## config.mk

```make
export PLATFORM = sky130hd
export DESIGN_NAME = mem_arbiter
export DESIGN_NICKNAME = d
export VERILOG_FILES = /design/src/rtl/arb_pkg.sv /design/src/rtl/rr_pick2.sv /design/src/rtl/mem_arbiter.sv
export SDC_FILE = /design/constraint.sdc
export NUM_CORES = 1
export LEC_CHECK = 0
export CAP_MARGIN = 20
export CORE_AREA = 3 3 101 103
export DETAILED_ROUTE_END_ITERATION = 8
export DIE_AREA = 0 0 104 106
export DONT_BUFFER_PORTS = 1
export PLACE_DENSITY_LB_ADDON = 0.1
export SKIP_CTS_REPAIR_TIMING = 1
export SLEW_MARGIN = 20
export SYNTH_ARGS = -nofsm -noshare
export SYNTH_HDL_FRONTEND = slang
export SYNTH_SLANG_ARGS = --single-unit
```

## constraint.sdc

```tcl
create_clock -name clock -period 3.8 [get_ports clock]
set_input_delay 0.57 -clock clock [delete_from_list [all_inputs] [get_ports clock]]
set_output_delay 0.57 -clock clock [all_outputs]
set_load 0.01 [all_outputs]
```

## src/rtl/arb_pkg.sv

```systemverilog
// Shared types and constants for the two-port memory arbiter.
package arb_pkg;

  typedef enum logic [1:0] {
    ARB_IDLE,
    ARB_BUSY,
    ARB_DONE
  } arb_state_e;

  localparam logic PORT_CPU = 1'b0;
  localparam logic PORT_AUX = 1'b1;

endpackage

```

## src/rtl/rr_pick2.sv

```systemverilog
// Two-way round-robin picker: a lone requester wins outright, and on a tie
// the port that was not granted last wins.
module rr_pick2
  import arb_pkg::*;
(
  input  logic req0,
  input  logic req1,
  input  logic last_grant,
  output logic valid,
  output logic pick
);

  always_comb begin
    valid = req0 | req1;
    pick  = PORT_CPU;
    if (req0 && req1) begin
      pick = ~last_grant;
    end else if (req1) begin
      pick = PORT_AUX;
    end
  end

endmodule

```

## src/rtl/mem_arbiter.sv

```systemverilog
// Arbitrates the single-ported Memoria between the CPU and an auxiliary master,
// holding the granted request on the memory bus for MEM_LAT cycles.
module mem_arbiter
  import arb_pkg::*;
#(
  parameter int ADDR_W  = 32,
  parameter int DATA_W  = 32,
  parameter int MEM_LAT = 2
) (
  input  logic              clock,
  input  logic              reset,
  input  logic              req0,
  input  logic              req1,
  input  logic [ADDR_W-1:0] addr0,
  input  logic [ADDR_W-1:0] addr1,
  input  logic              wr0,
  input  logic              wr1,
  input  logic [DATA_W-1:0] wdata0,
  input  logic [DATA_W-1:0] wdata1,
  output logic              ack0,
  output logic              ack1,
  output logic [DATA_W-1:0] rdata,
  output logic              grant,
  output logic              busy,
  output logic [ADDR_W-1:0] mem_addr,
  output logic              mem_wr,
  output logic [DATA_W-1:0] mem_wdata,
  input  logic [DATA_W-1:0] mem_rdata
);

  localparam int               CNT_W    = $clog2(MEM_LAT + 1);
  localparam logic [CNT_W-1:0] CNT_LOAD = CNT_W'(MEM_LAT);
  localparam logic [CNT_W-1:0] CNT_ONE  = CNT_W'(1);

  arb_state_e        state_q, state_d;
  logic [CNT_W-1:0]  cnt_q, cnt_d;
  logic              grant_q, grant_d;
  logic              wr_q, wr_d;
  logic [ADDR_W-1:0] addr_q, addr_d;
  logic [DATA_W-1:0] wdata_q, wdata_d;
  logic [DATA_W-1:0] rdata_q, rdata_d;

  logic pick_valid;
  logic pick_port;

  rr_pick2 u_pick (
    .req0       (req0),
    .req1       (req1),
    .last_grant (grant_q),
    .valid      (pick_valid),
    .pick       (pick_port)
  );

  // NOTE: every _d takes its current value first, so no path through this block infers a latch.
  always_comb begin
    state_d = state_q;
    cnt_d   = cnt_q;
    grant_d = grant_q;
    wr_d    = wr_q;
    addr_d  = addr_q;
    wdata_d = wdata_q;
    rdata_d = rdata_q;

    unique case (state_q)
      ARB_IDLE: begin
        if (pick_valid) begin
          grant_d = pick_port;
          addr_d  = (pick_port == PORT_AUX) ? addr1  : addr0;
          wr_d    = (pick_port == PORT_AUX) ? wr1    : wr0;
          wdata_d = (pick_port == PORT_AUX) ? wdata1 : wdata0;
          cnt_d   = CNT_LOAD;
          state_d = ARB_BUSY;
        end
      end
      ARB_BUSY: begin
        cnt_d = cnt_q - CNT_ONE;
        // Memoria's data is valid on the last latency cycle; writes leave rdata alone.
        if (cnt_q == CNT_ONE) begin
          if (!wr_q) begin
            rdata_d = mem_rdata;
          end
          state_d = ARB_DONE;
        end
      end
      ARB_DONE: begin
        state_d = ARB_IDLE;
      end
      default: begin
        state_d = ARB_IDLE;
      end
    endcase
  end

  // NOTE: sequential state uses non-blocking assignments so every register updates from the same pre-edge values.
  always_ff @(posedge clock or posedge reset) begin
    if (reset) begin
      state_q <= ARB_IDLE;
      cnt_q   <= '0;
      grant_q <= PORT_AUX;
      wr_q    <= 1'b0;
      addr_q  <= '0;
      wdata_q <= '0;
      rdata_q <= '0;
    end else begin
      state_q <= state_d;
      cnt_q   <= cnt_d;
      grant_q <= grant_d;
      wr_q    <= wr_d;
      addr_q  <= addr_d;
      wdata_q <= wdata_d;
      rdata_q <= rdata_d;
    end
  end

  // mem_wr is decoded from state so an asynchronous reset drops it immediately.
  assign mem_wr    = (state_q == ARB_BUSY) && wr_q;
  assign mem_addr  = addr_q;
  assign mem_wdata = wdata_q;
  assign busy      = (state_q != ARB_IDLE);
  assign ack0      = (state_q == ARB_DONE) && (grant_q == PORT_CPU);
  assign ack1      = (state_q == ARB_DONE) && (grant_q == PORT_AUX);
  assign grant     = grant_q;
  assign rdata     = rdata_q;

endmodule

```

======== Yosys cells after proc, flatten, opt, wreduce, memory -nomap -nowiden ========
Cells that the tools add are included.
storage, ports and cells
  register bits ........................... 102
  bits in latches ......................... 0
  RAM bits ................................ 0
  bits in read-only memories .............. 0
  output and inout bits ................... 101
  memories ................................ 0
operators by class
  add/sub/neg operators ................... 1
  $mul .................................... 0
  divide/modulo/power cells ............... 0
  order comparisons ....................... 0
  equality and inequality tests ........... 5
  shift-type cells ........................ 0
  mux-type cells .......................... 10
  bitwise gates (word level) .............. 3
  reduce and logical (&&, ||, !) cells .... 11
operators with widths
  kind                                                                   number
  32-bit two-way mux                                                     2
  2-bit one-hot mux with 2 select lines                                  2
  2-bit two-way mux                                                      3
  2-bit AND reduction                                                    3
  2-bit by 1-bit equality test with 1-bit output, second input constant  2
  1-bit logical AND                                                      4
  2-bit != test, second input constant                                   2
  2-bit nonzero test                                                     2
  1-bit two-way mux                                                      3
  3-bit AND reduction                                                    1
  2-bit equality test, second input constant                             1
  2-bit zero test                                                        1
  1-bit NOT                                                              2
  2-bit by 1-bit subtractor with 2-bit output, second input constant     1
  1-bit bitwise OR                                                       1

======== Depth between registers and ports, before layout ========
Gate-level depths: netlist (run 1).
  depth in word-level cells ............... 3
  depth in mapped cells ................... 6
  gate-level depth less buffers ........... 4

======== By module ========
From an unflattened synthesis (run 1), not the netlist that was laid out.
second synthesis, totals
  cells, all modules ...................... 304
  area total of the unflattened synthesis .. 4860.9 um2
modules (own cells, without submodules)
  module       instances  cells each  area each (um2)  seq. area each (um2)
  mem_arbiter  1          302         4847.1           2553.7
  rr_pick2     1          2           13.8             0.0

======== Least setup slack after synthesis (run 1) ========
Ideal clock, no wire load.
  path kind ............................... input-to-reg
  start ................................... input port req1
  end ..................................... register addr_q[0] (netlist: mem_addr[0])
  arrival ................................. 1609 ps
  setup slack ............................. 2066 ps
  stages .................................. 5
  path buffers ............................ 2
  path through ............................ a21bo_2 > buf_6 > buf_6 > mux2_4 > mux2_4
on the way
  longest elaborated chain between the ends .. 3
  elaborated cells between the ends (all ways) .. 6
  classes of those cells .................. mux: 3; bitwise: 1; reduce/logical: 2
ends and longest elaborated chain
  item                                                           RTL line                        RTL
  start, declared                                                mem_arbiter.sv:13               input logic req1,
  1-bit two-way mux / 1-bit logical AND (equally long branches)  rr_pick2.sv:18, rr_pick2.sv:16
  1-bit two-way mux                                              rr_pick2.sv:16                  if (req0 && req1) begin
  32-bit two-way mux                                             mem_arbiter.sv:68               addr_d = (pick_port == PORT_AUX) ? addr1 : addr0;
  end signal, assigned                                           mem_arbiter.sv:109              addr_q <= addr_d;
  end, declared                                                  mem_arbiter.sv:39               logic [ADDR_W-1:0] addr_q, addr_d;
Several ways; a longest one is shown, not always the timed one.
A chain may end at the register's enable or synchronous reset.

======== Worst setup path in the final report (run 1) ========
  start ................................... register grant_q (netlist: grant)
  end ..................................... register addr_q[29] (netlist: mem_addr[29])
on the way
  longest elaborated chain between the ends .. 3
ends and longest elaborated chain
  item                    RTL line            RTL
  start, declared         mem_arbiter.sv:37   logic grant_q, grant_d;
  start signal, assigned  mem_arbiter.sv:107  grant_q <= grant_d;
  1-bit NOT               rr_pick2.sv:17      pick = ~last_grant;
  1-bit two-way mux       rr_pick2.sv:16
  32-bit two-way mux      mem_arbiter.sv:68
Every way passes these cells.

==> qor.txt, run 1 <==
Seq/Total Area, Yosys - 0.5122
H-tree depth - 3
CP Capture Type - flip-flop
Fin crit share - 0.5690
Root Driver - clkbuf_8
Iter 0 DRT Violations - 102
Crit path launch - grant
Port bufs - 0
Worst path max stage delay - 0.63 ns
Vias per Instance - 5.680
Syn nets - 471
Final Setup Violations - 0
Gr usage total - 0.1826
Flop-to-flop setup slack - 1.64 ns
Flops & latches, synth - 102
Drt first pass iters - 4
Die ar. - 11020 um^2
Synth area leader - dfrtp_1
Antenna violations before repair - 0
Cell Pwr Density - 848.5 nW/um^2
R2R depth - 4
Critical path cell sequence - a21bo_4 -> buf_16 -> mux2_2 -> mux2_2
Worst path bufs/invs - 1
R2r endpoint - mem_addr[29]
Width of the die - 104 um
Critical path class - reg2reg
CTS Buf Count - 9
Worst Tran Pin Value - 0.6532 ns
Die span in y - 106 um
Critical Path Source Type - flip-flop
TNS Setup - 0 ns
Avg WL per Cell - 23.58 um
HPWL Detailed - 7.674 mm
Final min period - 2.162 ns
Max-Cap Viols - 0
Crit-path slowest cell - dfstp_2
CTS Buffer Depth - 2
Gr ovfl total - 0
Share of cells above drive strength 1 - 0.6169
Largest net degree at the start of global routing - 67
Reg2reg start - grant
Top cells by area, synth - dfrtp_1, mux2_4, mux2_2, buf_6, dfstp_2
CP required - 4.05 ns
Post-route ant nets - 0
Global-route wire length before repair - 15.75 mm
Finished Core Util - 0.5681
Vias in the first global route - 2693
Total chip power - 0.004475 W
Routability cong. - 0.7384
Worst VDD drop - 421.9 uV
Ys async rst share - 1.000
Cells after Synth - 304
Worst slack at placement - 1.409 ns
Number of synthesized flops with an enable pin - 0
Prevailing post-synth register cell - dfrtp_1
Initial Utilization - 0.5371
Hold Crit Class - in2async
Syn avg cell area - 16.40 um^2
Latest clock arrival within the worst-skew pair - 0.36 ns
WP data arrival - 2.41 ns
Peak Freq - 0.4625 GHz
Slew margin rel. - 0.5645
Clk_skew - 0.007609 ns
WL final - 10.30 mm
NumNets Final - 470
Area Overhead vs Synth - 5.772%
DRC - 0
# diodes - 0
Leakage - 2.369 nW
FP Rows - 35
IO Pins - 267
Synth cell types - 23
CTS tree - built
Status - complete, no violations
Post-Syn Area - 4986 um^2
Worst path top cell family by delay - flip-flops
Yosys warnings - 0
RSZ-0062 raised after global routing - no
Fin. max-slew vios - 0
Num Clock Sinks - 102
Hold Vio Cnt, Final - 0
CP max FO - 39
Most frequent CP cell - mux2_2
Final worst slack - 1.638 ns
Core Box Area - 9284 um^2
Synth top area share - 0.5069
CTS clk-pin slew, worst paths - 0.11 ns
Total number of vias - 2482
## per-stage QoR
step           instance area, um^2  hold slack (ns)  cells
6_report                      5274           0.1313    437
5_1_grt                       5274           0.1482    437
4_1_cts                       5246           0.1314    436
3_5_place_dp                  5034           0.5084    420
3_3_place_gp                  5034           0.4977    420
2_1_floorplan                 4986           0.4688    304
## per-layer routing
layer / up-vias / global-route usage / share of wire
met2: 158 / 0.3157 / 0.51
met5: - / 0 / 0
met1: 1230 / 0.1920 / 0.35
li1: 1084 / - / -
met4: 0 / 0.04558 / 0.012
met3: 10 / 0.1050 / 0.12
## cell usage after synthesis (2+ instances only)
library cell and n:
buf_2 4, mux2_2 84, nor2_1 2, mux2_4 78, inv_1 2, o21ai_0 4
dfrtp_1 101, and2_1 2, buf_4 3, buf_6 11
## registers in the layout (all words and copies together), names as in the netlist
signal     count
cnt_q          2
grant          1
mem_addr      32
mem_wdata     32
rdata         32
state_q        2
wr_q           1
## report_power, final
part / total (W) / switching [W] / leakage (nW) / internal (W)
sequential: 0.00233 / 0.000686 / 1.20 / 0.00165
combinational: 0.00142 / 0.000492 / 1.06 / 0.000927
clock: 0.000722 / 0.000400 / 0.106 / 0.000322
total: 0.00447 / 0.00158 / 2.37 / 0.00290
## how the worst max path moves through the flow
stage / end / slack (ns) / cells after the start
final: mem_addr[29] / 1.64 / 4
after floorplan: cnt_q[0] / 0.56 / 1
after detailed placement: mem_addr[25] / 1.41 / 3
after global routing: mem_addr[29] / 1.55 / 4
after CTS: mem_addr[25] / 1.40 / 3
after global placement: mem_addr[25] / 1.45 / 3
## layout by cell type, fill, tap and decap left out, types with 2 or more instances in the layout
master	count
dfrtp_1	101
mux2_2	84
mux2_4	78
clkbuf_8	9
buf_4	5
o21ai_0	4
inv_8	3
nor2_1	2
and2_1	2
## cell type report
class,count,area (um^2)
Fill cell,766,4010
Timing Repair Buffer,6,65.06
Multi-Input combinational cell,182,2271
Clock buffer,9,123.9
Inverter,2,10.01
Tap cell,129,161.4
Clock inverter,7,88.84
Sequential cell,102,2554
## cells by family after synthesis
group,count (synthesis),share of synthesized area
adders and majority gates,1,0.002509
muxes,162,0.4246
DFF,102,0.5122
AOI/OAI and AO/OA,7,0.008785
and+or+nand+nor,12,0.01707
buffers and inverters,20,0.03488
Note: power is estimated with default switching activity, not from simulation.
==> run 2, diff against run 1 <==
--- a/config.mk
+++ b/config.mk
@@ -6,9 +6,9 @@
 export NUM_CORES = 1
 export LEC_CHECK = 0
 export CAP_MARGIN = 20
-export CORE_AREA = 3 3 101 103
+export CORE_AREA = 3 3 104 106
 export DETAILED_ROUTE_END_ITERATION = 8
-export DIE_AREA = 0 0 104 106
+export DIE_AREA = 0 0 107 109
 export DONT_BUFFER_PORTS = 1
 export PLACE_DENSITY_LB_ADDON = 0.1
 export SKIP_CTS_REPAIR_TIMING = 1
==> constraint.sdc (replaced) <==
create_clock -name clock -period 1.95 [get_ports clock]
set_input_delay 0.2925 -clock clock [delete_from_list [all_inputs] [get_ports clock]]
set_output_delay 0.2925 -clock clock [all_outputs]
set_load 0.01 [all_outputs]
==> qor.txt, run 2 (same netlist as run 1, synthesis figures left out) <==
Area Overhead vs Synth - 6.750%
Gr usage total - 0.1747
Max-Cap Viols - 0
Hold path start - mem_rdata[12]
Vias in the first global route - 2705
Core Box Area - 9864 um^2
# fillers - 818
R2R depth - 4
Cells after DPL - 429
Worst VDD drop - 712.3 uV
Die ar. - 11660 um^2
NumNets Final - 475
CP required - 2.20 ns
Latest clock arrival within the worst-skew pair - 0.35 ns
H-tree depth - 3
Post-route ant nets - 0
CTS tree - built
Reg2reg start - grant
Largest net degree at the start of global routing - 103
Peak Freq - 0.5583 GHz
Drt first pass iters - 3
Root Driver - clkbuf_8
Vias per Instance - 5.578
Fin area - 5323 um^2
Num Clock Sinks - 102
DRC - 0
CTS clk-pin slew, worst paths - 0.10 ns
CTS Buf Count - 9
# diodes - 0
Worst Tran Pin Value - 0.5507 ns
Antenna violations before repair - 0
R2r endpoint - mem_addr[29]
Avg WL per Cell - 23.76 um
Critical path class - reg2reg
TNS Setup - 0 ns
Hold Crit Class - in2reg
Initial Utilization - 0.5055
Share of cells above drive strength 1 - 0.6166
Global-route wire length before repair - 15.64 mm
Area post-placement - 5127 um^2
Clk_skew - 0.01504 ns
RSZ-0062 raised after global routing - no
Leakage - 2.383 nW
Total chip power - 0.008644 W
Die span in y - 109 um
CP max FO - 31
HPWL Detailed - 7.719 mm
Iter 0 DRT Violations - 104
Port bufs - 0
Routability cong. - 0.6933
FP Rows - 36
CTS Buffer Depth - 2
Worst Hold End - rdata[12]
Most frequent cells in the layout - dfrtp_1, mux2_2, mux2_4
Gr ovfl total - 0
Width of the die - 107 um
Commonest non-fill, non-tap cell in the layout - dfrtp_1
Hold Vio Cnt, Final - 0
Hold Crit Depth - 1
Flop-to-flop setup slack - 0.16 ns
Cell Pwr Density - 1624 nW/um^2
Critical Path Source Type - flip-flop
Status - complete, no violations
Slew margin rel. - 0.6329
Fin crit share - 0.9185
Fin. max-slew vios - 0
Final min period - 1.791 ns
CP Capture Type - flip-flop
Final std cells w/o fill - 446
IO Pins - 267
Total number of vias - 2488
Final Setup Violations - 0
WP data arrival - 2.04 ns
WL final - 10.60 mm
==> run 2: area by class of cell <==
type / instances / area [um^2] / share of cell area
clock buffers: 12 / 155.1 / 0.02915
clock inverters: 4 / 30.03 / 0.005642
inverters: 2 / 11.26 / 0.002116
multi-input cells: 182 / 2271 / 0.4267
flip-flops and latches: 102 / 2554 / 0.4798
well taps: 133 / 166.4 / 0.03126
repair buffers: 11 / 135.1 / 0.02539
==> run 2: worst max-delay path, stage by stage (launching register included) <==
cell and delay, ns:
dfstp_2 0.62, a21bo_4 0.19, buf_12 0.24, mux2_2 0.36, mux2_2 0.26
==> run 2: worst max-delay path by stage <==
stage | startpoint | end | slack [ns] | cells after the start
final | grant | mem_addr[29] | 0.16 | 4
after floorplan | grant | mem_addr[0] | 0.27 | 5
after global placement | grant | mem_addr[29] | 0.19 | 4
after global routing | grant | mem_addr[26] | 0.09 | 4
after detailed placement | grant | mem_addr[29] | 0.16 | 4
after CTS | grant | mem_addr[26] | 0.14 | 4
==> run 2: stage by stage <==
step                hold slack, ns  setup slack (ns)    util
floorplan                   0.4441            0.2675       -
global placement            0.3735            0.1865  0.5198
detailed placement          0.3719            0.1584  0.5198
CTS                       -0.02645            0.1378  0.5386
global route               0.04696           0.08696  0.5396
finish                     0.08203            0.1588  0.5396
==> run 2: layer usage <==
metal  track usage  share of wire
met1        0.2131           0.37
met2        0.2801           0.50
met3       0.08999           0.12
met4       0.03562         0.0068
met5             0              0
==> run 2: power by group <==
part	switching [W]	total, W	leakage (nW)	internal (W)
logic	0.000972	0.00284	1.08	0.00187
clock network	0.000711	0.00125	0.0930	0.000541
registers	0.00134	0.00455	1.20	0.00321
